==> src/rtl/dut_sched_pkg.sv <==
// Shared definitions for the dut_sched scheduler: datapath widths, the NOOP opcode,
// the scheduler state type and the opcode-supported check.
package dut_sched_pkg;

    localparam int unsigned NUM_SIZE      = 8;
    localparam int unsigned CMD_SIZE_LOG2 = 2;
    localparam int unsigned CMD_W         = 2 ** CMD_SIZE_LOG2;

    localparam logic [CMD_W-1:0] NOOP = '0;

    typedef enum logic [1:0] {SCHED_IDLE, SCHED_EXEC, SCHED_RESP} sched_state_t;

    // Only NOOP is currently issued to the datapath; everything else is rejected.
    function automatic logic cmd_supported(input logic [CMD_W-1:0] cmd);
        return cmd == NOOP;
    endfunction

endpackage

==> src/rtl/dut_sched_rr_arbiter.sv <==
// Combinational round-robin arbiter: first request at or after the pointer, wrapping,
// returned both as a one-hot grant and as an index.
module dut_sched_rr_arbiter #(
    parameter int unsigned N = 4
) (
    input  logic [N-1:0]         req,
    input  logic [$clog2(N)-1:0] ptr,
    output logic [N-1:0]         grant,
    output logic [$clog2(N)-1:0] idx,
    output logic                 found
);

    localparam int unsigned IdW = $clog2(N);

    always_comb begin
        int unsigned j;
        grant = '0;
        idx   = '0;
        found = 1'b0;
        j     = 0;
        for (int unsigned i = 0; i < N; i++) begin
            j = 32'(ptr) + i;
            if (j >= N) begin
                j = j - N;
            end
            if (!found && req[j]) begin
                found    = 1'b1;
                grant[j] = 1'b1;
                idx      = IdW'(j);
            end
        end
    end

endmodule

==> src/rtl/dut_sched.sv <==
// Round-robin scheduler sharing one arithmetic datapath between NUM_REQ requesters.
// Optional per-requester handshake counters on stat_grants when DUT_SCHED_STATS_EN is defined.
module dut_sched
    import dut_sched_pkg::*;
#(
    parameter int unsigned NUM_REQ = 4,
    parameter int unsigned DUT_LAT = 1
) (
    input  logic                               clk,
    input  logic                               reset_n,
    input  logic [NUM_REQ-1:0]                 req_valid,
    output logic [NUM_REQ-1:0]                 req_ready,
    input  logic [NUM_REQ-1:0][NUM_SIZE-1:0]   req_in1,
    input  logic [NUM_REQ-1:0][NUM_SIZE-1:0]   req_in2,
    input  logic [NUM_REQ-1:0][CMD_W-1:0]      req_cmd,
    output logic signed [NUM_SIZE-1:0]         dut_in1,
    output logic signed [NUM_SIZE-1:0]         dut_in2,
    output logic [CMD_W-1:0]                   dut_cmd,
    input  logic                               dut_out,
    output logic                               resp_valid,
    input  logic                               resp_ready,
    output logic [$clog2(NUM_REQ)-1:0]         resp_id,
    output logic                               resp_data,
    output logic                               resp_err
`ifdef DUT_SCHED_STATS_EN
    ,
    output logic [NUM_REQ-1:0][15:0]           stat_grants
`endif
);

    localparam int unsigned IdW  = $clog2(NUM_REQ);
    localparam int unsigned CntW = $clog2(DUT_LAT + 2);

    sched_state_t       state;
    logic [IdW-1:0]     rr_ptr;
    logic [IdW-1:0]     grant_idx;
    logic [NUM_REQ-1:0] grant;
    logic               grant_found;
    logic [CntW-1:0]    exec_cnt;

    dut_sched_rr_arbiter #(
        .N(NUM_REQ)
    ) u_arb (
        .req  (req_valid),
        .ptr  (rr_ptr),
        .grant(grant),
        .idx  (grant_idx),
        .found(grant_found)
    );

    // Gated by reset_n so nothing is accepted while reset is being sampled.
    assign req_ready = (state == SCHED_IDLE && reset_n) ? grant : '0;

    always_ff @(posedge clk) begin
        if (!reset_n) begin
            state      <= SCHED_IDLE;
            rr_ptr     <= '0;
            exec_cnt   <= '0;
            resp_valid <= 1'b0;
            resp_id    <= '0;
            resp_data  <= 1'b0;
            resp_err   <= 1'b0;
            dut_in1    <= '0;
            dut_in2    <= '0;
            dut_cmd    <= NOOP;
        end else begin
            unique case (state)
                SCHED_IDLE: begin
                    if (grant_found) begin
                        resp_id <= grant_idx;
                        if (cmd_supported(req_cmd[grant_idx])) begin
                            dut_in1  <= req_in1[grant_idx];
                            dut_in2  <= req_in2[grant_idx];
                            dut_cmd  <= req_cmd[grant_idx];
                            exec_cnt <= '0;
                            state    <= SCHED_EXEC;
                        end else begin
                            resp_err   <= 1'b1;
                            resp_data  <= 1'b0;
                            resp_valid <= 1'b1;
                            state      <= SCHED_RESP;
                        end
                    end
                end
                SCHED_EXEC: begin
                    if (exec_cnt == CntW'(DUT_LAT)) begin
                        resp_data  <= dut_out;
                        resp_valid <= 1'b1;
                        state      <= SCHED_RESP;
                    end else begin
                        exec_cnt <= exec_cnt + CntW'(1);
                    end
                end
                SCHED_RESP: begin
                    if (resp_ready) begin
                        rr_ptr     <= (resp_id == IdW'(NUM_REQ - 1)) ? '0 : resp_id + IdW'(1);
                        resp_valid <= 1'b0;
                        resp_err   <= 1'b0;
                        dut_cmd    <= NOOP;
                        state      <= SCHED_IDLE;
                    end
                end
                default: state <= SCHED_IDLE;
            endcase
        end
    end

`ifdef DUT_SCHED_STATS_EN
    always_ff @(posedge clk) begin
        if (!reset_n) begin
            stat_grants <= '0;
        end else begin
            for (int unsigned i = 0; i < NUM_REQ; i++) begin
                if (req_valid[i] && req_ready[i] && stat_grants[i] != 16'hFFFF) begin
                    stat_grants[i] <= stat_grants[i] + 16'd1;
                end
            end
        end
    end
`endif

endmodule

==> config.mk <==
export PLATFORM = sky130hd
export DESIGN_NAME = dut_sched
export DESIGN_NICKNAME = d
export VERILOG_FILES = /design/src/rtl/dut_sched_pkg.sv /design/src/rtl/dut_sched_rr_arbiter.sv /design/src/rtl/dut_sched.sv
export SDC_FILE = /design/constraint.sdc
export NUM_CORES = 1
export LEC_CHECK = 0
export CAP_MARGIN = 0
export CORE_AREA = 2 2 77 79
export DETAILED_ROUTE_END_ITERATION = 10
export DIE_AREA = 0 0 79 81
export MAX_ROUTING_LAYER = met4
export PLACE_DENSITY = 0.86
export SYNTH_ARGS = -nofsm -noshare
export SYNTH_HDL_FRONTEND = slang
export SYNTH_SLANG_ARGS = --single-unit
==> constraint.sdc <==
create_clock -name clk -period 9.3 [get_ports clk]
set_input_delay 1.395 -clock clk [delete_from_list [all_inputs] [get_ports clk]]
set_output_delay 1.395 -clock clk [all_outputs]
set_load 0.02 [all_outputs]
==> impl_summary.md, run 1 <==
CTS
The maximum buffer depth of the clock tree is 2. The H-tree was split into 2 levels. The number of hold buffers added after CTS was 0. Post-CTS timing repair inserted 0 buffers for setup. After clock tree synthesis, the repair step resized 0 gates. The clock root buffer is clkbuf_8. TritonCTS built the clock tree.

The clock-pin slew on the worst setup and hold paths is 0.06 ns. TritonCTS created 5 clock buffers. For this design, the sink count on the clock tree is 31.

At the later pin of the worst-skew pair, clock insertion delay measures 0.28 ns.

Placement
Before CTS, the worst setup slack after placement is 4.06 ns. Detailed placement ended at an HPWL of 5110 um. The count of buffers inserted at the top-level ports is 116. At the end of routability-driven placement, the weighted congestion stood at 0.819.

Critical path
The largest single stage delay on the critical path is 0.62 ns. The most critical setup path has its startpoint at req_valid[3]. In this run the critical register-to-register path is launched from rr_ptr[0].

The critical register-to-register path endpoint is dut_cmd[3]. The cell family contributing the most delay on the critical path is buffers and inverters. Across all register-to-register paths, the minimum setup slack is 5.24 ns. The number of logic stages on the critical path including buffering is 7.

For the worst setup path, the data arrival time is 3.88 ns. The maximum fanout along the worst path is 8. The element type at the critical path start is an input pin. The critical path ends at req_ready[0]. STA classifies the critical path endpoint as an output pin. The critical path is of the input pin to output pin type. The number of buffers and inverters on the critical path is 2. The worst endpoint required time is 7.91 ns. The largest individual stage delay along the critical path comes from the cell clkdlybuf4s50_1. Traced cell by cell, the critical path runs through clkdlybuf4s50_1, mux4_2, nor3_2, and2_1, nand2_1, a21oi_1, clkdlybuf4s50_1. The most numerous cell type found on the critical path is clkdlybuf4s50_1.

For the worst flop-to-flop path, the logic depth is 9.

Min path
In this run the worst hold path is classified as flip-flop to flip-flop. The worst hold path stage count is 2.

STA
Of the available clock period, the critical path in the final layout requires 0.567. The maximum clock rate is 190 MHz. On the final layout, the worst clock skew is 0.00489 ns.

Measured against its own limit, the worst slew margin works out to 0.571. The hold violation total from the final report came to 0. In the final timing run, aggregate negative setup slack is 0 ns. Setup repair after global routing left no endpoint under its margin. The final period demand of the worst path is 5.28 ns. The count of pins over their slew limit is 0.

Setup slack on the critical path of the routed design comes to 4.02 ns. The transition time at the pin with the least slew margin is 0.643 ns. The number of failing setup endpoints in the final timing report is 0.

Yosys
The dominant cell type by area after synthesis is dfxtp_1. The average cell area after synthesis is 8.67 um2. For this run, the register share of the synthesized area comes to 0.258. The share of async-settable or async-resettable flops after synthesis is 0. The commonest cells after synthesis are dfxtp_1 (31), nand2_1 (25), o21ai_0 (22), inv_1 (21). The synthesized area is 2400 um2.

The cell with the most instances after synthesis is dfxtp_1. After synthesis the netlist holds a flip-flop and latch count of 31. The most used flip-flop cell after synthesis is dfxtp_1. Synthesis produced a netlist with a net count of 372.

Of the post-synthesis cell area, the dominant cell type holds 0.258. In this run, distinct cell masters in the synthesized netlist total 49. Counting flops with a built-in enable in the synthesized netlist gives 0. Ranked by total cell area, the synthesized netlist is headed by dfxtp_1 (26%), mux2_2 (8.0%), mux2i_1 (7.5%), o221ai_1 (5.8%), and2_1 (4.7%). The gate count after technology mapping is 277. During synthesis, Yosys emitted a total of 0 warnings.

Routing
After the first detailed-routing iteration, the DRC count stood at 73. The detail route stage leaves a number of antenna-violating nets equal to 0. The vias after detailed routing is 2456. The final routed wirelength across all metal layers is 6580 um.

The per-cell via count in the routed design is 5.41. In the routed design, unresolved DRC markers number 0. The number of iterations in the first detailed-routing pass is 4. The average routed wire per standard cell is 14.5 um.

Finish
The area growth from synthesis to layout is 50.8%. The final cell utilization of the core is 0.638. The proportion of layout cells with a drive suffix above 1 is 0.100. Counting the fill cells in the layout gives 497. 0 antenna diodes ended up in the layout. The number of nets in the layout is 475.

GRT
Across every metal layer, demand over resource in global routing totals 0.224. The via count of the first global-routing pass came to 2458. The number of antenna violations at the first check in global routing came to 0. The remaining global-route overflow is 0. Entering global routing, the biggest net connects 53 pins.

The first global-routing pass estimated 11000 um of wire.

Power and ir drop
The design internal power is 0.000486 W. Of the total power, combinational logic draws 0.632. The analysis attributes to net switching a power of 0.000366 W. For this design the static power due to leakage is 1.44 nW.

The portion of total power attributed to the clock network is 0.113. The maximum resistive drop on vdd is 0.000111 V. The part of the power in registers is 0.255. The power per cell area is 235 nW/um2. The switching share of power is 0.430.

Outcome
The run finished with clean final reports.

Floorplanning
The die is 79 um wide. In this run the core area contains 28 standard-cell rows. The total area inside the core boundary comes to 5680 um2. Pin placement for this block handled 117 I/O pins. The floorplan die area is 6400 um2. The die is 81 um tall. The effective utilization at floorplan is 0.423.

Job
The count of maximum capacitance violations is 0.
## how the worst min path moves through the flow
stage	from	to	slack (ns)
final	dut_in1[7]	dut_in1[7]	0.46
after global routing	dut_cmd[3]	dut_cmd[3]	0.49
after CTS	dut_in1[7]	dut_in1[7]	0.47
after detailed placement	dut_in1[7]	dut_in1[7]	0.46
after global placement	dut_in1[4]	dut_in1[4]	0.45
after floorplan	exec_cnt[1]	exec_cnt[1]	0.47
## tightest hold or removal path: stages, from the launching register on
cell and delay [ns]:
dfxtp_1 0.31, nand2_1 0.05, mux2i_1 0.05
## power groups by stage
stage / combinational (W) / sequential [W] / clock, W
after floorplan: 0.000355 / 0.000244 / 0
after detailed placement: 0.000540 / 0.000218 / 0
after global routing: 0.000592 / 0.000224 / 0.000104
final: 0.000539 / 0.000217 / 0.0000962
after CTS: 0.000542 / 0.000216 / 0.0000991
after global placement: 0.000530 / 0.000216 / 0
## stage by stage
| stage | cell area (um2) | hold slack, ns | power [W] | cells |
|---|---|---|---|---|
| detailed placement | 3550 | 0.458 | 0.000758 | 448 |
| finish | 3620 | 0.461 | 0.000852 | 454 |
| CTS | 3620 | 0.466 | 0.000858 | 454 |
| global placement | 3550 | 0.446 | 0.000747 | 448 |
| floorplan | 2400 | 0.469 | 0.000599 | 277 |
| global route | 3620 | 0.487 | 0.000920 | 454 |
## sequential cells by signal (all words and copies together) (netlist names)
signal,count
dut_in1,8
dut_in2,8
dut_cmd,4
exec_cnt,2
resp_id,2
rr_ptr,2
state,2
resp_data,1
resp_err,1
resp_valid,1
## cell type report
class	instances	area (um2)	share of cell area
sequential	31	621	0.171
clock buffer	6	72.6	0.0200
tap	75	93.8	0.0259
timing repair buffer	117	1170	0.323
inverter	21	78.8	0.0218
multi-input combinational	204	1590	0.438
## cells by family (layout without fill, tap and decap cells)
| family | Yosys count | count (layout) | share of synthesized area |
|---|---|---|---|
| AND/OR/NAND/NOR | 78 | 78 | 0.186 |
| flip-flops | 31 | 31 | 0.258 |
| multiplexers | 39 | 39 | 0.192 |
| buffers and inverters | 42 | 144 | 0.0808 |
| adder cells (fa/ha/maj) | 7 | 7 | 0.0365 |
| AO/OA/AOI/OAI | 80 | 80 | 0.246 |
## placed cells by master, fill, tap and decap left out, drive strengths merged, types with 4 or more instances in the layout
cell	Yosys	layout
a21oi	11	11
a221o	4	4
and2	18	18
and3	4	4
clkbuf	13	6
clkdlybuf4s50	0	116
dfxtp	31	31
ha	7	7
inv	21	21
mux2	17	17
mux2i	18	18
mux4	4	4
nand2	25	25
nor2b	6	6
nor3	4	4
o211a	4	4
o211ai	5	5
o21ai	23	23
o221ai	16	16
## metal layers
layer  vias up  track usage  part of all wire
met1      1125        0.244              0.39
met2       101        0.392              0.49
li1       1223            -                 -
met3         7       0.0711             0.099
met4         0       0.0707             0.013
met5         -            -                 0
Power figures use the tool's default switching activity.
==> run 2: changes to the inputs <==
--- a/config.mk
+++ b/config.mk
@@ -6,11 +6,11 @@
 export NUM_CORES = 1
 export LEC_CHECK = 0
 export CAP_MARGIN = 0
-export CORE_AREA = 2 2 77 79
+export CORE_AREA = 2 2 84 86
 export DETAILED_ROUTE_END_ITERATION = 10
-export DIE_AREA = 0 0 79 81
+export DIE_AREA = 0 0 86 88
 export MAX_ROUTING_LAYER = met4
-export PLACE_DENSITY = 0.86
+export PLACE_DENSITY = 0.77
 export SYNTH_ARGS = -nofsm -noshare
 export SYNTH_HDL_FRONTEND = slang
 export SYNTH_SLANG_ARGS = --single-unit
==> constraint.sdc (replaced) <==
create_clock -name clk -period 4.5 [get_ports clk]
set_input_delay 0.675 -clock clk [delete_from_list [all_inputs] [get_ports clk]]
set_output_delay 0.675 -clock clk [all_outputs]
set_load 0.02 [all_outputs]
==> impl_summary.md, run 2 (synthesized netlist as in run 1, its figures left out) <==
Floorplanning
The initial utilization of the core area, before any placement, comes to 0.361. The floorplan die area is 7570 um2. The core region is 6640 um2.

After floorplanning, the core was divided into 30 placement rows. Measured along the y axis, the die boundary spans 88 um. Measured along the x axis, the die boundary spans 86 um. The I/O pin count is 117.

CTS
Clock tree synthesis found a total of 31 sinks. The clock tree from TritonCTS is yes. The clock-pin slew on the worst setup and hold paths is 0.06 ns. The clock root buffer is clkbuf_8. The hold buffer count at cts is 0. The clock passes through at most 2 buffers.

The number of instances resized during post-cts repair is 0. Counting the buffers created by CTS gives 5. The deepest level of the CTS H-tree is 2. The clock latency on the worst-skew pair is 0.29 ns. Buffers added to address setup during post-CTS repair amount to 0.

Outcome
The run finished with clean final reports.

STA
Setup repair after global routing left no endpoint under its margin. The worst slew margin relative to its limit is 0.582. In the finished design, the share of the clock period the worst path needs comes to 0.906. The clock arrives with 0.0114 ns of skew. The count of pins over their slew limit is 0. After routing, the total negative slack on setup checks comes to 0 ns.

The final period demand of the worst path is 4.08 ns. The maximum clock rate is 245 MHz. The hold violation total from the final report is 0. The number of failing setup endpoints in the final timing report is 0. Setup slack on the critical path of the routed design comes to 0.422 ns. At the pin with the least slew margin, the transition time is 0.627 ns.

Finish
The layout overhead on the synthesized area is 53.3%. The largest registers in the layout are dut_in1 (8), dut_in2 (8), dut_cmd (4). Fill cells in the final layout number 606.

In the final layout, the share of cells above drive strength 1 is 0.110. The count of inserted antenna diode cells is 0. Leaving out fill and tap cells, the most frequent cell in the layout is clkdlybuf4s50_1. The number of nets in the layout is 476. The library cells used most frequently in the layout, excluding fill and tap cells, are clkdlybuf4s50_1 (116), dfxtp_1 (31), nand2_1 (25), o21ai_0 (22), inv_1 (21). The sequential cells in the finished layout cover a total of 621 um2. The area of the multi-input gates is 1590 um2.

Critical path
The critical path starts at rr_ptr[1]. The endpoint identified for the worst register-to-register timing path is dut_cmd[3]. The worst register-to-register path begins at rr_ptr[1].

The slowest stage of the critical path is the mux4_2 cell. Traced cell by cell, the critical path runs through inv_1, ha_1, mux4_2, nor3_2, and2_1, nand2_1, a21oi_1, clkdlybuf4s50_1. The depth of the most critical reg-to-reg path is 9. The critical path arrival is 3.40 ns.

The worst endpoint required time is 3.83 ns. The critical path class is flip-flop to output pin. The reg2reg setup slack is 0.68 ns. The endpoint of the most critical setup path is req_ready[3]. The maximum fanout along the worst path is 11. STA classifies the critical path startpoint as a flip-flop.

STA classifies the critical path endpoint as an output pin. The largest single stage delay on the critical path is 0.68 ns.

Routing
Dividing the detail-routed via count by the number of cells gives 5.33. The highest signal layer in the routed design is met4. After detailed routing, the average wire length per cell comes to 14.3 um. The vias after detailed routing is 2462. The routed wire length on met2 is 3230 um. After the first detailed-routing iteration, the DRC count stood at 73. The final routed wirelength across all metal layers is 6620 um. Summed over all nets, wire length on met3 after detailed routing comes to 603 um. The post-route DRC violation count is 0.

Before antenna repair, the detailed router went through 4 iterations. The met1 routed wirelength after detailed routing is 2760 um. In this run the remaining antenna-violating nets after routing total 0.

Placement
The placed wire-length estimate after detailed placement is 5140 um. Buffers placed on the I/O ports in this run total 116. At the end of routability-driven placement, the weighted congestion stood at 0.911. At the placement stage, the worst setup path has a slack of 0.640 ns.

GRT
The via count of the first global-routing pass came to 2346. The global-route wire length before repair is 10700 um. In the global route stage, overall resource usage came out at 0.184. The number of antenna violations at the first check in global routing is 0. The maximum number of pins on one net before global-route repair is 53. The remaining global-route overflow is 0.

Min path
The worst hold path was traced through 2 stages. The tightest min-delay check is of the flip-flop to flip-flop type.

Power and ir drop
In this run the power density over the cells is 504 nW/um2. Summed over all cells, the static leakage comes to 1.47 nW. Across the VDD grid, the largest voltage drop is 0.000188 V. The post-route total power is 0.00185 W.

Job
Max-cap violations in this run came to 0.
## run 2: cell count changes in the layout (fill, tap and decap cells not counted), sizes merged
cell    change
buf         +1
clkinv      +1
bufinv      +1
## run 2: layer usage
| metal | vias up | track usage |
|---|---|---|
| met2 | 103 | 0.315 |
| met1 | 1127 | 0.207 |
| met3 | 3 | 0.0613 |
| met5 | - | - |
| li1 | 1229 | - |
| met4 | 0 | 0.0447 |
## run 2: power breakdown
part / switching, W / total [W] / internal [W]
Combinational: 0.000593 / 0.00113 / 0.000540
Clock: 0.000107 / 0.000286 / 0.000179
Sequential: 0.0000719 / 0.000436 / 0.000364
## run 2: worst max-delay path, delay by kind of cell, from the launching register on
kind                       cells  cell delay, ns
buffers and inverters          2            0.75
muxes                          1            0.68
and+or+nand+nor                3            0.56
DFF                            1            0.54
adders and majority gates      1            0.47
AOI/OAI and AO/OA              1            0.12
## run 2: per-stage QoR
| stage | cells | utilization | hold slack, ns | instance area [um2] |
|---|---|---|---|---|
| after global routing | 462 | 0.554 | 0.483 | 3680 |
| after CTS | 462 | 0.554 | 0.465 | 3680 |
| after floorplan | 277 | - | 0.469 | 2400 |
| final | 462 | 0.554 | 0.463 | 3680 |
| after global placement | 454 | 0.536 | 0.445 | 3560 |
| after detailed placement | 454 | 0.536 | 0.455 | 3560 |
## run 2: area by class of cell
type | count | area share
Clock inverter | 2 | 0.00952
Multi-Input combinational cell | 204 | 0.431
Inverter | 21 | 0.0214
Tap cell | 80 | 0.0272
Timing Repair Buffer | 118 | 0.320
Sequential cell | 31 | 0.169
Clock buffer | 6 | 0.0224
## run 2: worst min path at each step
stage	start	endpoint	slack, ns
after floorplan	exec_cnt[1]	exec_cnt[1]	0.47
after global placement	dut_in2[4]	dut_in2[4]	0.44
after detailed placement	dut_in2[2]	dut_in2[2]	0.46
after CTS	dut_in2[0]	dut_in2[0]	0.47
after global routing	resp_err	resp_err	0.48
final	dut_in1[4]	dut_in1[4]	0.46
